$ cat src/rtl/uart_timing_pkg.sv
// Shared constants and elaboration helpers for the UART timing front-end.
package uart_timing_pkg;

  localparam int unsigned NUM_BAUD = 5;

  // Selectable baud rates in Hz, indexed by BAUD_SEL.
  localparam int unsigned BAUD_TABLE [NUM_BAUD] = '{9600, 19200, 38400, 57600, 115200};

  // Bits needed for a counter running 0..n-1 (at least one bit).
  function automatic int unsigned cnt_width(input int unsigned n);
    return (n <= 2) ? 1 : $clog2(n);
  endfunction

  // x8 oversample divisor, rounded to nearest. Returns 0 for an illegal
  // select so the caller's range check fires instead of an index fault.
  function automatic int unsigned baud_div(input int unsigned clk_freq,
                                           input int unsigned sel);
    int unsigned baud;
    if (sel >= NUM_BAUD) return 0;
    baud = BAUD_TABLE[sel[2:0]];
    return (clk_freq + 4 * baud) / (8 * baud);
  endfunction

endpackage

$ cat src/rtl/tick_edge_detect.sv
// Tick-sampled edge detector: level_in is sampled only on tick, so any
// glitch that misses a sample is invisible. Pulses line up with the tick.
// Optional falling-edge output is enabled by UART_TIMING_FALL_EDGE_EN.
module tick_edge_detect (
    input  logic clk,
    input  logic rst,
    input  logic tick,
    input  logic level_in,
    output logic rise_pulse
`ifdef UART_TIMING_FALL_EDGE_EN
   ,output logic fall_pulse
`endif
  );

  logic s0_q, s1_q, rise_q;

  // Two-deep sample history advanced on tick; pulse uses pre-update samples.
  always_ff @(posedge clk) begin
    if (!rst) begin
      s0_q   <= 1'b0;
      s1_q   <= 1'b0;
      rise_q <= 1'b0;
    end else begin
      rise_q <= tick & s0_q & ~s1_q;
      if (tick) begin
        s0_q <= level_in;
        s1_q <= s0_q;
      end
    end
  end

  assign rise_pulse = rise_q;

`ifdef UART_TIMING_FALL_EDGE_EN
  logic fall_q;

  // Mirror of the rise detector for a sampled 1->0 transition.
  always_ff @(posedge clk) begin
    if (!rst) fall_q <= 1'b0;
    else      fall_q <= tick & ~s0_q & s1_q;
  end

  assign fall_pulse = fall_q;
`endif

endmodule

$ cat src/rtl/uart_timing_gen.sv
// UART transmit-path timing front-end: slow tick divider, 8x/1x baud
// strobes and a tick-sampled edge detector. All outputs are one-cycle
// clock enables in the clk domain.
// Optional: define UART_TIMING_FALL_EDGE_EN to add the fall_pulse output.
module uart_timing_gen
  import uart_timing_pkg::*;
#(
    parameter int unsigned CLK_FREQ       = 100_000_000,
    parameter int unsigned CLK_DIV_CYCLES = 100_000,
    parameter int unsigned BAUD_SEL       = 0
) (
    input  logic clk,
    input  logic rst,
    input  logic baud_en,
    input  logic level_in,
    output logic slow_tick,
    output logic bclk_x8,
    output logic bclk,
    output logic rise_pulse
`ifdef UART_TIMING_FALL_EDGE_EN
   ,output logic fall_pulse
`endif
  );

  localparam int unsigned DIV = baud_div(CLK_FREQ, BAUD_SEL);
  localparam int unsigned SW  = cnt_width(CLK_DIV_CYCLES);
  localparam int unsigned BW  = cnt_width(DIV);

  if (BAUD_SEL >= NUM_BAUD) begin : g_bad_baud_sel
    $error("uart_timing_gen: BAUD_SEL out of range");
  end
  if (DIV < 2) begin : g_bad_div
    $error("uart_timing_gen: baud divisor below 2");
  end
  if (CLK_DIV_CYCLES < 2) begin : g_bad_clk_div
    $error("uart_timing_gen: CLK_DIV_CYCLES below 2");
  end

  // ---------------- slow divider ----------------
  logic [SW-1:0] div_cnt_q, div_cnt_d;
  logic          slow_tick_q;
  logic          tick;

  assign tick = (div_cnt_q == SW'(CLK_DIV_CYCLES - 1));

  // Free-running 0..CLK_DIV_CYCLES-1 counter.
  always_comb begin
    div_cnt_d = div_cnt_q + 1'b1;
    if (tick) div_cnt_d = '0;
  end

  // Divider state and the registered tick strobe.
  always_ff @(posedge clk) begin
    if (!rst) begin
      div_cnt_q   <= '0;
      slow_tick_q <= 1'b0;
    end else begin
      div_cnt_q   <= div_cnt_d;
      slow_tick_q <= tick;
    end
  end

  // ---------------- baud strobes ----------------
  logic [BW-1:0] bcnt_q, bcnt_d;
  logic [2:0]    phase_q, phase_d;
  logic          x8_wrap;
  logic          bclk_x8_q, bclk_q;

  assign x8_wrap = baud_en & (bcnt_q == BW'(DIV - 1));

  // baud_en low parks both counters at zero so a re-enable starts a fresh
  // 8*DIV frame; the phase counter picks every 8th x8 wrap for bclk.
  always_comb begin
    bcnt_d  = bcnt_q + 1'b1;
    phase_d = phase_q;
    if (x8_wrap) begin
      bcnt_d  = '0;
      phase_d = phase_q + 3'd1;
    end
    if (!baud_en) begin
      bcnt_d  = '0;
      phase_d = '0;
    end
  end

  // Baud counters and their registered strobes.
  always_ff @(posedge clk) begin
    if (!rst) begin
      bcnt_q    <= '0;
      phase_q   <= '0;
      bclk_x8_q <= 1'b0;
      bclk_q    <= 1'b0;
    end else begin
      bcnt_q    <= bcnt_d;
      phase_q   <= phase_d;
      bclk_x8_q <= x8_wrap;
      bclk_q    <= x8_wrap & (phase_q == 3'd7);
    end
  end

  // ---------------- edge detector ----------------
  tick_edge_detect u_edge (
    .clk        (clk),
    .rst        (rst),
    .tick       (tick),
    .level_in   (level_in),
    .rise_pulse (rise_pulse)
`ifdef UART_TIMING_FALL_EDGE_EN
   ,.fall_pulse (fall_pulse)
`endif
  );

  assign slow_tick = slow_tick_q;
  assign bclk_x8   = bclk_x8_q;
  assign bclk      = bclk_q;

endmodule

$ cat config.mk
export PLATFORM = sky130hd
export DESIGN_NAME = uart_timing_gen
export DESIGN_NICKNAME = d
export VERILOG_FILES = /design/src/rtl/uart_timing_pkg.sv /design/src/rtl/tick_edge_detect.sv /design/src/rtl/uart_timing_gen.sv
export SDC_FILE = /design/constraint.sdc
export NUM_CORES = 1
export LEC_CHECK = 0
export BUFFER_PORTS_ARGS = -buffer_cell sky130_fd_sc_hd__clkbuf_2
export CAP_MARGIN = 25
export CORE_MARGIN = 5
export CORE_UTILIZATION = 23
export DETAILED_ROUTE_END_ITERATION = 7
export GPL_ROUTABILITY_DRIVEN = 0
export PLACE_DENSITY = 0.42
export SKIP_CTS_REPAIR_TIMING = 1
export SLEW_MARGIN = 20
export SYNTH_ARGS = -nofsm -noshare
export SYNTH_HDL_FRONTEND = slang
export SYNTH_SLANG_ARGS = --single-unit
$ cat constraint.sdc
create_clock -name clk -period 2 [get_ports clk]
set_clock_uncertainty 0.05 [all_clocks]
set_input_delay 0.4 -clock clk [delete_from_list [all_inputs] [get_ports clk]]
set_output_delay 0.4 -clock clk [all_outputs]
set_load 0.005 [all_outputs]
==> results summary <==
The deepest level of the CTS H-tree is 2. The start-to-end type of the worst setup path is reg -> reg. The mapped netlist covers about 0.0016 mm². The number of hold violations in the final report came out at 0. The initial antenna violation count came out at 0.

The post-synth net total came out at about 180. The total number of vias came out at about 1100. The run finished with clean final reports. Summed over all cells, the static leakage comes to between 0.6 and 0.7 nW.

Tracing the worst setup path back leads to its startpoint at div_cnt_q[0]. The number of routed nets with antenna violations came out at 0. The peak clock frequency supported by timing came out at slightly below 600 MHz. The worst setup timing slack at the placement stage is 0.259 ns. The fraction of registers with async set or reset after synthesis is 0%.

The minimum setup slack in the final design came out at 0.284 ns. Among all flip-flop cells after synthesis, the most frequent one is dfxtp_1. The gate count after technology mapping came out at 169. The number of diodes added for antenna fixing is 0.

The number of flip-flops and latches in the synthesized netlist came out at 37. Of all cell types, the one taking the most synthesized area is dfxtp_1. At the pin with the least slew margin, the transition time is 0.405 ns. The detailed placer's ending HPWL is around 1.9 mm. Sorting the synthesized cells by how often they occur yields dfxtp_1 (37), nor2_1 (34), nand2_1 (15), xnor2_1 (15), nand3_1 (11). Yosys attributes the largest share of cell area to dfxtp_1 (47%), xnor2_1 (8.3%), nor2_1 (8.1%), xor2_1 (5.0%), ha_1 (4.0%). The sequential fraction of the synthesis area is 46.9%. The count of pins on the block boundary came out at 8.

The routed wire length per instance came out at 10.4 µm. The number of DRC markers after the initial detailed-route iteration is 43. The number of distinct library cells after synthesis is 25.

Summed over all layers, the global routing overflow is 0. In the post-synthesis netlist, the cell with the most instances is dfxtp_1. The placed instance count came out at about 260. The number of global-route vias before repair came to around 1100. Setup violations remaining at the end of the flow were counted as 0. The fraction of power consumed by the clock network is slightly below 40%. The layout-stage area growth over the synthesis result came out at 13.6%. The total negative slack for setup checks is 0 ns.

The total design power came out at roughly 1.3 mW. Entering global routing, the biggest net connects 17 pins. The worst setup path is captured at a flop. In this run the critical register-to-register path is launched from div_cnt_q[0]. The first TritonRoute pass finished after 4 iterations. STA classifies the critical path startpoint as a flop. The number of remaining DRC errors came out at 0. The final layout contains routed wiring with a total length of between 2 and 3 mm. The clock latency of the later-clocked register in the worst-skew pair is between 0.2 and 0.3 ns. The count of maximum capacitance violations is 0.

The filler cell count came out at 719. The setup check on the worst reg-to-reg path leaves a slack of about 0.28 ns. Yosys mapped a number of flops with a built-in enable equal to 0. After detailed routing, the number of vias per cell comes to around 4.3. At the worst endpoint, the arrival time is approximately 1.9 ns. The total area inside the core boundary comes to 0.00676 mm². In this run the power density over the cells is 720 mW/mm².

After the last flow step, the layout net total stands at around 190. The site row count is 30. The internal power of the cells totals around 1000 µW.

The global-route wire length before repair came out at about 4.8 mm. A synthesized cell averages 9.35 µm². For this run, the number of standard cells in the final layout without fillers is 263.

The final hold slack is around 0.28 ns. The share of layout cells above drive strength 1 came out at 12.0%. Net switching is roughly 23% of the power. Along the worst path, the maximum fanout reaches 16.

The worst reg-to-reg path cell count came out at 6. The final count of pins violating max slew was 0. The worst register-to-register path ends at div_cnt_q[11]. The die height is about 93 µm. Setup repair after global routing left no endpoint under its margin. CTS placed an instance of clkbuf_8 at the clock tree root.

The count of port buffers added during placement is 7. The power share of the sequential group is about three fifths. The most critical setup path has its endpoint at div_cnt_q[11]. The overall fraction of global-route tracks in use is 7.14%. Dividing the final minimum period by the clock period gives 85.8%. The horizontal die dimension came out at between 90 and 100 µm.

Summed over its instances, the top area cell type makes up between 40% and 50% of the synthesized netlist area. In this run, the combinational gates consume between 2 and 3% of the power. The class of the tightest hold or removal check is in -> reg. The number of sinks on the clock net is 37. The normalized max-slew margin is 72.8%. The maximum buffer depth of the clock tree came out at 2. The area enclosed by the die boundary is ~0.0086 mm².

The number of warnings reported in the yosys synthesis log is 0. For this configuration, the core starts out at a cell density of 23.4%. For the finished layout, the period the worst path requires is ~1.7 ns.

The worst ir drop on vdd came out at roughly 0.20 mV. After clock tree synthesis, the clock-pin slew on the worst setup and hold paths is about 0.08 ns. The number of CTS-inserted buffers is 5. The required time of the critical path is ~2.1 ns.

TritonCTS built the clock tree. The power dissipated by switching net loads came out at between 200 and 300 µW.
## area by class of cell
class / instances / area [µm²] / area share, %
Inverter: 3 / 11.3 / 0.627
Clock inverter: 3 / 17.5 / 0.976
Sequential cell: 37 / 741 / 41.3
Tap cell: 80 / 100 / 5.57
Timing Repair Buffer: 9 / 50.0 / 2.79
Clock buffer: 5 / 68.8 / 3.83
Multi-Input combinational cell: 126 / 807 / 44.9
## registers in the layout, summed over array words and instances (netlist names)
name / flops
bclk_x8: 1
slow_tick: 1
u_edge.s1_q: 1
phase_q: 3
bcnt_q: 11
div_cnt_q: 17
u_edge.s0_q: 1
u_edge.rise_pulse: 1
bclk: 1
## power groups by stage
| stage | sequential (mW) | clock, mW | combinational [mW] |
|---|---|---|---|
| CTS | 0.750 | 0.546 | 0.0352 |
| global placement | 0.768 | 0 | 0.0350 |
| global route | 0.751 | 0.567 | 0.0392 |
| finish | 0.751 | 0.509 | 0.0335 |
| detailed placement | 0.768 | 0 | 0.0351 |
| floorplan | 0.766 | 0 | 0.0241 |
## metrics by stage
step	util (%)	instance area (µm²)
2_1_floorplan	-	1580
3_3_place_gp	25.3	1710
3_5_place_dp	25.3	1710
4_1_cts	26.6	1800
5_1_grt	26.6	1800
6_report	26.6	1800
## worst min path at each step
stage          depth (start not counted)  slack, ns         start            to
5_1_grt                                3       0.29      level_in   u_edge.s0_q
4_1_cts                                3       0.27      level_in   u_edge.s0_q
2_1_floorplan                          1       0.38  div_cnt_q[0]  div_cnt_q[0]
3_3_place_gp                           1       0.40  div_cnt_q[0]  div_cnt_q[0]
6_report                               3       0.28      level_in   u_edge.s0_q
3_5_place_dp                           2       0.40   u_edge.s1_q   u_edge.s1_q
## critical path, cell delays in order (launching register included)
cell and delay (ns):
dfxtp_1 0.37, ha_1 0.24, and4_1 0.31, nand2_1 0.15
o31ai_4 0.18, buf_4 0.24, nor2_1 0.07
## layout by cell type, fill, tap and decap left out
cell | netlist | layout
nand4b_1 | 1 | 1
nor4_1 | 6 | 6
nand3_1 | 11 | 11
and3b_1 | 1 | 1
and4_1 | 4 | 4
or2_2 | 1 | 1
nor4b_2 | 1 | 1
clkinv_2 | 0 | 2
ha_1 | 5 | 5
xnor2_1 | 15 | 15
inv_1 | 3 | 3
nor4b_1 | 1 | 1
and2_1 | 1 | 1
clkbuf_8 | 0 | 5
a31oi_1 | 1 | 1
clkinvlp_4 | 0 | 1
nor3_1 | 6 | 6
o31ai_4 | 1 | 1
nor4bb_1 | 1 | 1
clkbuf_2 | 0 | 7
dfxtp_1 | 37 | 37
mux2i_1 | 5 | 5
nor2_1 | 34 | 34
nor3_2 | 2 | 2
buf_4 | 0 | 2
xor2_1 | 9 | 9
nand4_1 | 5 | 5
nand2_1 | 15 | 15
## cell families (layout without fill, tap and decap cells)
kind of cell    after synthesis  in the layout  synth area share, %
buf+inv                       6             20                 2.06
mux                           5              5                 3.17
fa+ha+maj                     5              5                 3.96
xor+xnor                     24             24                 13.3
simple gates                 90             90                 28.9
compound gates                2              2                 1.74
flops                        37             37                 46.9
## per-layer routing
metal  wire length (µm)  track usage, %  vias up
li1                   -               -      602
met1               1400            9.00      504
met2               1120            9.96       14
met3                117            2.27        5
met4                 92            5.49        0
met5                  0               0        -
Note: power is estimated with default switching activity, not from simulation.
